--- src/rtl/pipe_hazard_scoreboard_pkg.sv ---
// Shared constants and helpers for the in-flight writer scoreboard.
// An entry is packed as {rd, ld, vld}, with field offsets given below.
package pipe_hazard_scoreboard_pkg;
   localparam int unsigned NUM_SRC_DEF    = 3;
   localparam int unsigned REG_AW_DEF     = 4;
   localparam int unsigned FWD_STAGES_DEF = 3;
   localparam int unsigned MEM_LAT_DEF    = 1;
   localparam int unsigned PC_REG_DEF     = 15;

   localparam int unsigned ENT_VLD = 0;
   localparam int unsigned ENT_LD  = 1;
   localparam int unsigned ENT_RD  = 2;

   function automatic int unsigned ent_w(input int unsigned aw);
      return aw + 2;
   endfunction

   function automatic int unsigned sel_w(input int unsigned stages);
      return $clog2(stages + 1);
   endfunction
endpackage

--- src/rtl/pipe_hazard_scoreboard_src_match.sv ---
// Checks one register source against every scoreboard entry.
// It returns the nearest matching stage and flags a hit on a load in stage 1.
module hazard_src_match
   import pipe_hazard_scoreboard_pkg::*;
#(
   parameter int unsigned REG_AW     = REG_AW_DEF,
   parameter int unsigned FWD_STAGES = FWD_STAGES_DEF,
   parameter int unsigned PC_REG     = PC_REG_DEF,
   localparam int unsigned EW        = ent_w(REG_AW),
   localparam int unsigned SELW      = sel_w(FWD_STAGES)
) (
   input  logic [REG_AW-1:0]        src_i,
   input  logic                     used_i,
   input  logic [FWD_STAGES*EW-1:0] ent_i,
   output logic [SELW-1:0]          sel_o,
   output logic                     ld_hit_o
);
   logic hit_ld;

   // Walk from the oldest stage toward the youngest so the nearest match is written last.
   always_comb begin
      sel_o  = '0;
      hit_ld = 1'b0;
      if (used_i && (src_i != REG_AW'(PC_REG))) begin
         for (int k = FWD_STAGES; k >= 1; k--) begin
            if (ent_i[(k-1)*EW + ENT_VLD] &&
                (ent_i[(k-1)*EW + ENT_RD +: REG_AW] == src_i)) begin
               sel_o  = SELW'(k);
               hit_ld = ent_i[(k-1)*EW + ENT_LD];
            end
         end
      end
      ld_hit_o = (sel_o == SELW'(1)) && hit_ld;
   end
endmodule

--- src/rtl/pipe_hazard_scoreboard.sv ---
// ID-stage hazard unit. It keeps a scoreboard of in-flight register writers and drives
// the forwarding selects, load-use bubbles and the multi-cycle memory hold.
module pipe_hazard_scoreboard
   import pipe_hazard_scoreboard_pkg::*;
#(
   parameter int unsigned NUM_SRC    = NUM_SRC_DEF,
   parameter int unsigned REG_AW     = REG_AW_DEF,
   parameter int unsigned FWD_STAGES = FWD_STAGES_DEF,
   parameter int unsigned MEM_LAT    = MEM_LAT_DEF,
   parameter int unsigned PC_REG     = PC_REG_DEF
) (
   input  logic                                           CLK,
   input  logic                                           CLR,
   input  logic                                           id_valid,
   input  logic [NUM_SRC*REG_AW-1:0]                      id_src_reg,
   input  logic [NUM_SRC-1:0]                             id_src_used,
   input  logic [REG_AW-1:0]                              id_rd,
   input  logic                                           id_rf_en,
   input  logic                                           id_load,
   input  logic                                           flush,
   output logic [NUM_SRC*$clog2(FWD_STAGES+1)-1:0]        fwd_sel,
   output logic                                           pc_le,
   output logic                                           ifid_le,
   output logic                                           nop_insert,
   output logic                                           mem_hold
);
   localparam int unsigned EW   = ent_w(REG_AW);
   localparam int unsigned SELW = sel_w(FWD_STAGES);

   logic [FWD_STAGES*EW-1:0] ent_q, ent_d;
   logic [NUM_SRC-1:0]       ld_hit;
   logic [EW-1:0]            id_rec;
   logic                     hold, stall;

   for (genvar gi = 0; gi < NUM_SRC; gi++) begin : g_src
      hazard_src_match #(
         .REG_AW    (REG_AW),
         .FWD_STAGES(FWD_STAGES),
         .PC_REG    (PC_REG)
      ) u_match (
         .src_i   (id_src_reg[gi*REG_AW +: REG_AW]),
         .used_i  (id_src_used[gi]),
         .ent_i   (ent_q),
         .sel_o   (fwd_sel[gi*SELW +: SELW]),
         .ld_hit_o(ld_hit[gi])
      );
   end

   // A flush kills the consumer, so no bubble is needed; the hold freezes everything anyway.
   assign stall      = (|ld_hit) & ~flush & ~hold;
   assign nop_insert = stall;
   assign mem_hold   = hold;
   assign pc_le      = ~hold & ~stall;
   assign ifid_le    = ~hold & ~stall;

   always_comb begin
      id_rec                  = '0;
      id_rec[ENT_VLD]         = id_valid & id_rf_en & ~stall & ~flush;
      id_rec[ENT_LD]          = id_load;
      id_rec[ENT_RD +: REG_AW] = id_rd;
   end

   always_comb begin
      ent_d = ent_q;
      if (!hold) begin
         ent_d         = ent_q << EW;
         ent_d[EW-1:0] = id_rec;
      end
   end

   always_ff @(posedge CLK) begin
      if (CLR) ent_q <= '0;
      else     ent_q <= ent_d;
   end

   if (MEM_LAT > 1) begin : g_hold
      logic [31:0] hold_cnt_q, hold_cnt_d;

      // The load leaves stage 1 on the same edge that arms the counter, because hold is still 0 then.
      always_comb begin
         hold_cnt_d = hold_cnt_q;
         if (hold_cnt_q != 32'd0)
            hold_cnt_d = hold_cnt_q - 32'd1;
         else if (ent_q[ENT_VLD] && ent_q[ENT_LD])
            hold_cnt_d = 32'(MEM_LAT - 1);
      end

      always_ff @(posedge CLK) begin
         if (CLR) hold_cnt_q <= '0;
         else     hold_cnt_q <= hold_cnt_d;
      end

      assign hold = (hold_cnt_q != 32'd0);
   end else begin : g_nohold
      assign hold = 1'b0;
   end
endmodule

--- config.mk ---
export PLATFORM = sky130hd
export DESIGN_NAME = pipe_hazard_scoreboard
export DESIGN_NICKNAME = d
export VERILOG_FILES = /design/src/rtl/pipe_hazard_scoreboard_pkg.sv /design/src/rtl/pipe_hazard_scoreboard_src_match.sv /design/src/rtl/pipe_hazard_scoreboard.sv
export SDC_FILE = /design/constraint.sdc
export NUM_CORES = 1
export LEC_CHECK = 0
export BUFFER_PORTS_ARGS = -buffer_cell sky130_fd_sc_hd__buf_2
export CORE_MARGIN = 5
export CORE_UTILIZATION = 45
export CTS_CLUSTER_SIZE = 12
export DETAILED_ROUTE_END_ITERATION = 8
export GPL_TIMING_DRIVEN = 1
export PLACE_DENSITY = 0.74
export RECOVER_POWER = 50
export SYNTH_ARGS = -nofsm -noshare
export SYNTH_HDL_FRONTEND = slang
export SYNTH_HIERARCHICAL = 1
export SYNTH_SLANG_ARGS = --single-unit
--- constraint.sdc ---
create_clock -name CLK -period 2 [get_ports CLK]
set_input_delay 0.4 -clock CLK [delete_from_list [all_inputs] [get_ports CLK]]
set_output_delay 0.4 -clock CLK [all_outputs]
set_load 0.005 [all_outputs]
==> impl_results.md, run 1 <==
- Status: finished, violations left
- Violations in the final reports: negative setup slack
- Share of post-route cells with drive strength above 1: 0.4611
- Clock transition at the registers of the reported paths: approximately 80 ps
- Net total in the final layout: between 200 and 250
- Share of the clock period used by the worst path after layout: 1.092
- Number of antenna cells inserted: 0
- Via count of the first global-routing pass: 1,171
- Clock Sinks: 16
- Weighted congestion at the end of routability-driven global placement: a little over 0.8
- Count of buffering cells on the critical path with inverters included: 1
- Mean instance size in the synthesized netlist: 8.900 sq um
- Worst-path fanout max: 4
- Root cell of the clock tree: sky130_fd_sc_hd__clkbuf_4
- Uppermost layer routed: met4
- Cell Count, Final, Fillers Out: 210
- Worst Path Class, Setup: flip-flop to primary output
- Cells traversed along the worst timing path: xnor2_2 -> nand2_1 -> nor4_4 -> and3_1 -> nor3_2 -> or2_4 -> buf_2
- Combined flip-flop and latch cell area: 334.1 sq um
- Static power due to leakage: between 0.7 and 0.8 nW
- Cell Area, Synth: around 1100 sq um
- Startpoint kind of the worst setup timing path: flip-flop
- Power density over cell area: 437.6 nW/um^2
- Worst slew pin tran: 582.4 ps
- Routed wire length per instance: between 10 and 15 um
- Register with the most flip-flops: ent_q
- Number of detailed-routing iterations run before antenna repair: 4
- Clock tree from TritonCTS: yes
- Timing startpoint of the critical path: ent_q[3]
- Number of H-tree branching levels: 1
- Placed cell count: 205
- Sum of met2 wire segment lengths after detailed routing: 1.495 mm
- Number of buffers added on ports: 33
- Placed wire-length estimate after detailed placement: between 2 and 2.5 mm
- Cell count of the worst reg-to-reg path: 6
- Destination of the worst register-to-register timing path: ent_q[0]
- Total detailed-routing wirelength: 2.992 mm
- Critical Path AT: 1780 ps
- Data required time of the critical path: between 1500 and 2000 ps
- Drt initial violations: 33
- Worst Hold Class: input pin to flip-flop
- Residual overflow from global routing: 0
- Critical path's top delay family: simple AND/OR/NAND/NOR gates
- Final-report setup violation count: 9
- Detail-routed via count per cell: around 5.2
- Wire length of the first global-routing pass: about 4.7 mm
- RSZ-0062 raised after global routing: yes
- Combined global-route utilization of all metal layers: 0.1745
- Number of CTS-inserted buffers: 3
- Row Count: 18
- Remaining antenna violation count after routing: 0
- Die Footprint: ~3500 sq um
- Layout area overhead: 39.00%
- Initial antenna violation count: 0
- Fmax: 457.9 MHz
- Min setup slack post-route: -184.1 ps
- Die Span Y: 59.52 um
- Worst setup slack for register-to-register paths: ~550 ps
- Instance count on the critical path: 7
- Startpoint of the most critical register-to-register path: ent_q[3]
- Largest net degree at the start of global routing: 17
- Wire length the detailed router placed on met1: 1.162 mm
- Regs by FF count: ent_q (16)
- Die boundary width: 59.52 um
- Slowest CP cell: sky130_fd_sc_hd__dfxtp_4
- Ys Warns: 6
- Relative max-transition margin: 0.6118
- I/O pin count: 35
- Post-Place Cell Area: 1460 sq um
- End point of the critical path: ifid_le
- Slew Viols, Final: 0
- WL met3: 198 um
- Worst-case vdd ir drop: about 0.36 mV
- Worst setup EP type: primary output
- Final worst clock skew: 5.205 ps
- Final instance area: 1534 sq um
- Maximum number of buffers from clock root to sink: 2
- Minimum period implied by the final worst setup slack: 2184 ps
- Multi-input gate area in the final layout: about 760 sq um
- Source-to-sink clock delay at the later pin of the worst-skew pair: about 280 ps
- Nets in the synthesized netlist: 149
- Core outline area: 2410 sq um
- Count of maximum capacitance violations: 0
- Gate count of the mapped netlist: 124
- Fill cell total of the finished layout: 209
- Initial Utilization: 0.4579
- Via count of the routed design: 1,098
- Utilization after layout: 0.6366
- Delay of the slowest cell on the worst path: about 390 ps
- Power consumption: ~0.00067 W
- Number of flip-flops under the largest register name: 16
- Number of failing hold endpoints at the final stage: 0
- Number of design rule violations left after detail routing: 0
[worst reg2reg max path, delay by kind of cell, from the launching register on]
family	cells	cell delay, ps
AND/OR/NAND/NOR	5	850
XOR/XNOR	1	110
flip-flops	1	390
[worst min path at each step]
stage | depth (start not counted) | from | slack (ps) | end
after floorplan | 1 | CLR | 470 | ent_q[11]
after global placement | 1 | ent_q[0] | 500 | ent_q[6]
after detailed placement | 1 | ent_q[0] | 520 | ent_q[6]
after CTS | 2 | id_load | 310 | ent_q[1]
after global routing | 2 | id_load | 320 | ent_q[1]
final | 2 | id_load | 330 | ent_q[1]
[per-layer routing]
metal	track usage	up-vias
met5	0	-
met4	0.1582	0
met3	0.03050	11
met2	0.2964	37
met1	0.1798	509
li1	-	541
[placed cells by master (no fill, tap or decap), types with 5 or more instances in the layout]
| cell type | n |
|---|---|
| sky130_fd_sc_hd__buf_2 | 32 |
| sky130_fd_sc_hd__buf_4 | 23 |
| sky130_fd_sc_hd__xor2_1 | 21 |
| sky130_fd_sc_hd__nor2b_1 | 15 |
| sky130_fd_sc_hd__dfxtp_1 | 9 |
| sky130_fd_sc_hd__inv_1 | 7 |
| sky130_fd_sc_hd__or2b_1 | 6 |
| sky130_fd_sc_hd__and3_1 | 6 |
| sky130_fd_sc_hd__dfxtp_2 | 5 |
| sky130_fd_sc_hd__inv_2 | 5 |
| sky130_fd_sc_hd__xnor2_1 | 5 |
[where the power goes]
| part | switching, W | internal (W) |
|---|---|---|
| Sequential | 0.0000189 | 0.000330 |
| Clock | 0.0000925 | 0.0000699 |
| Combinational | 0.0000757 | 0.0000842 |
| Total | 0.000187 | 0.000484 |
[stage by stage]
step | setup TNS, ps | hold WS, ps | worst slack [ps]
5_1_grt | -1627 | 321.0 | -277.3
3_5_place_dp | -212.7 | 518.6 | -69.20
3_3_place_gp | -110.4 | 502.1 | -55.40
2_1_floorplan | 0 | 471.6 | 14.71
4_1_cts | -974.5 | 314.0 | -181.5
6_report | -978.4 | 325.6 | -184.1
[what timing repair did]
action	CTS	global route
buffers inserted	1	1
setup endpoints to repair	9	9
hold buffers	0	0
resized for setup	8	7
pin swaps	0	4
[final cells by class]
class	count	area share
Multi-Input combinational cell	93	0.4943
Timing Repair Buffer	56	0.2194
Sequential cell	16	0.2178
Inverter	12	0.02936
Tap cell	30	0.02447
Clock buffer	3	0.01468
(Power assumes the default switching activity.)
==> run 2: changes to the inputs <==
--- a/config.mk
+++ b/config.mk
@@ -7,11 +7,12 @@
 export LEC_CHECK = 0
 export BUFFER_PORTS_ARGS = -buffer_cell sky130_fd_sc_hd__buf_2
 export CORE_MARGIN = 5
-export CORE_UTILIZATION = 45
+export CORE_UTILIZATION = 49
 export CTS_CLUSTER_SIZE = 12
 export DETAILED_ROUTE_END_ITERATION = 8
 export GPL_TIMING_DRIVEN = 1
-export PLACE_DENSITY = 0.74
+export MAX_ROUTING_LAYER = met4
+export PLACE_DENSITY = 0.77
 export RECOVER_POWER = 50
 export SYNTH_ARGS = -nofsm -noshare
 export SYNTH_HDL_FRONTEND = slang
==> constraint.sdc (replaced) <==
create_clock -name CLK -period 2.3 [get_ports CLK]
set_input_delay 0.46 -clock CLK [delete_from_list [all_inputs] [get_ports CLK]]
set_output_delay 0.46 -clock CLK [all_outputs]
set_load 0.005 [all_outputs]
==> impl_results.md, run 2 (synthesis gave the netlist of run 1 again) <==
- Number of buffers added on ports: 33 (unchanged)
- I/O pin count: 35 (unchanged)
- Die Span Y: 57.46 um (was 59.52 um)
- Via count of the first global-routing pass: 1,104 (was 1,171)
- Root cell of the clock tree: sky130_fd_sc_hd__clkbuf_4 (unchanged)
- Slew Viols, Final: 0 (unchanged)
- Row Count: 17 (was 18)
- Source-to-sink clock delay at the later pin of the worst-skew pair: 290 ps (was 280 ps)
- Slowest CP cell: sky130_fd_sc_hd__dfxtp_4 (unchanged)
- Regs by FF count: ent_q (16) (unchanged)
- Number of detailed-routing iterations run before antenna repair: 4 (unchanged)
- Cell count of the worst reg-to-reg path: 5 (was 6)
- Count of buffering cells on the critical path with inverters included: 1 (unchanged)
- Initial Utilization: 0.5037 (was 0.4579)
- Cells traversed along the worst timing path: xor2_2 -> nor4_2 -> and3_1 -> nor3_2 -> or2_4 -> buf_6 (was xnor2_2 -> nand2_1 -> nor4_4 -> and3_1 -> nor3_2 -> or2_4 -> buf_2)
- Fmax: 440.4 MHz
- Worst slew pin tran: 601.4 ps (was 582.4 ps)
- Maximum number of buffers from clock root to sink: 2 (unchanged)
- Final instance area: 1445 sq um (was 1534 sq um)
- Final worst clock skew: 4.029 ps (was 5.205 ps)
- Routed wire length per instance: 15.12 um (was 14.25 um)
- Remaining antenna violation count after routing: 0 (unchanged)
- Weighted congestion at the end of routability-driven global placement: 0.8418 (was 0.8168)
- Wire length of the first global-routing pass: 4.830 mm (was 4.664 mm)
- Instance count on the critical path: 6 (was 7)
- Final-report setup violation count: 0 (was 9)
- Most frequent cells in the layout: 30 x sky130_fd_sc_hd__buf_2, 20 x sky130_fd_sc_hd__xor2_1, 15 x sky130_fd_sc_hd__nor2b_1 (was 32 x sky130_fd_sc_hd__buf_2, 23 x sky130_fd_sc_hd__buf_4, 21 x sky130_fd_sc_hd__xor2_1)
- Combined global-route utilization of all metal layers: 0.1902 (was 0.1745)
- Clock Sinks: 16 (unchanged)
- Layout area overhead: 30.95% (was 39.00%)
- Die boundary width: 57.46 um (was 59.52 um)
- Delay of the slowest cell on the worst path: 380 ps (was 390 ps)
- Power density over cell area: 417.1 nW/um^2 (was 437.6 nW/um^2)
- Destination of the worst register-to-register timing path: ent_q[0] (unchanged)
- Share of the clock period used by the worst path after layout: 0.9874
- Worst Hold Class: input pin to flip-flop (unchanged)
- Drt initial violations: 28 (was 33)
- Min-delay src: id_rd[3] (was id_load)
- Worst setup slack for register-to-register paths: 860 ps (was 550 ps)
- Relative max-transition margin: 0.5991 (was 0.6118)
- Worst-path fanout max: 4 (unchanged)
- Critical path's top delay family: simple AND/OR/NAND/NOR gates (unchanged)
- Share of post-route cells with drive strength above 1: 0.4012 (was 0.4611)
- Clock tree from TritonCTS: yes (unchanged)
- Worst-case vdd ir drop: 0.5052 mV (was 0.3619 mV)
- Die Footprint: 3301 sq um (was 3543 sq um)
- Number of H-tree branching levels: 1 (unchanged)
- Number of failing hold endpoints at the final stage: 0 (unchanged)
- Clock transition at the registers of the reported paths: 90 ps (was 80 ps)
- Timing startpoint of the critical path: ent_q[4] (was ent_q[3])
- Static power due to leakage: 0.6733 nW (was 0.7280 nW)
- Detail-routed via count per cell: 5.477 (was 5.229)
- Via count of the routed design: 1,068 (was 1,098)
- Power consumption: 0.0006028 W (was 0.0006713 W)
- Post-Place Cell Area: 1326 sq um (was 1460 sq um)
- Placed wire-length estimate after detailed placement: 2.240 mm (was 2.423 mm)
- Largest net degree at the start of global routing: 17 (unchanged)
- Minimum period implied by the final worst setup slack: approximately 2300 ps
- Residual overflow from global routing: 0 (unchanged)
- Startpoint of the most critical register-to-register path: ent_q[4] (was ent_q[3])
- Number of design rule violations left after detail routing: 0 (unchanged)
- Count of maximum capacitance violations: 0 (unchanged)
- Total detailed-routing wirelength: 2.949 mm (was 2.992 mm)
- Startpoint kind of the worst setup timing path: flip-flop (unchanged)
- RSZ-0062 raised after global routing: yes (unchanged)
- Number of flip-flops under the largest register name: 16 (unchanged)
- End point of the critical path: pc_le (was ifid_le)
- Utilization after layout: 0.6596 (was 0.6366)
- Core outline area: 2191 sq um (was 2410 sq um)
- Placed cell count: 188 (was 205)
- Worst setup EP type: primary output (unchanged)
- Leading cell type in the layout, fill and taps excluded: sky130_fd_sc_hd__buf_2 (unchanged)
- Data required time of the critical path: 1840 ps (was 1600 ps)
- Initial antenna violation count: 0 (unchanged)
- Net total in the final layout: 193 (was 207)
- Cell Count, Final, Fillers Out: 195 (was 210)
- Number of CTS-inserted buffers: 3 (unchanged)
- Worst Path Class, Setup: flip-flop to primary output (unchanged)
- Total Negative Setup Slacks: 0 ps (was -978.4 ps)
- Critical Path AT: 1810 ps (was 1780 ps)
- Register with the most flip-flops: ent_q (unchanged)
- Status: finished, final reports clean (was finished, violations left)
- Number of antenna cells inserted: 0 (unchanged)
[run 2: power breakdown]
| group | total, W | internal, W | switching [W] | leakage (nW) |
|---|---|---|---|---|
| clock | 0.000183 | 0.0000965 | 0.0000869 | 0.0210 |
| sequential | 0.000304 | 0.000287 | 0.0000171 | 0.134 |
| combinational | 0.000115 | 0.0000569 | 0.0000584 | 0.518 |
| total | 0.000603 | 0.000440 | 0.000162 | 0.673 |
[run 2: through the flow]
step                      hold slack, ps  setup WS (ps)
final                              373.4          29.08
after global routing               386.2         -52.91
after CTS                          372.4          40.87
after detailed placement           504.9          12.70
after global placement             501.1          47.52
after floorplan                    473.7          109.6
[run 2: area by class of cell]
class                           count  area, sq um
Fill cell                         192        745.7
Timing Repair Buffer               42        244.0
Multi-Input combinational cell     93        752.0
Clock buffer                        4        36.28
Sequential cell                    16        332.8
Tap cell                           28        35.03
Inverter                           12        45.04
[run 2: layer usage]
layer	wire length (um)	vias up	track usage
li1	-	510	-
met1	1137	496	0.2057
met2	1496	49	0.3226
met3	190	13	0.03167
met4	125	0	0.1126
met5	0	-	-
[run 2: worst min-delay path by stage]
stage                     depth (start not counted)  slack, ps       end
final                                             2        370  ent_q[5]
after global routing                              2        390  ent_q[4]
after CTS                                         2        370  ent_q[4]
after detailed placement                          1        500  ent_q[6]
after global placement                            1        500  ent_q[6]
after floorplan                                   1        470  ent_q[6]
[run 2: what timing repair did]
action	CTS	global route
setup buffers	3	0
setup endpoints to repair	2	7
gates resized for setup	10	6
pin swaps	2	1
hold buffers	0	0
[run 2: worst register-to-register path: cells and delay by family (launching register included)]
| kind | cells | cell delay [ps] |
|---|---|---|
| and+or+nand+nor | 4 | 800 |
| DFF | 1 | 380 |
| xor gates and xnor gates | 1 | 160 |
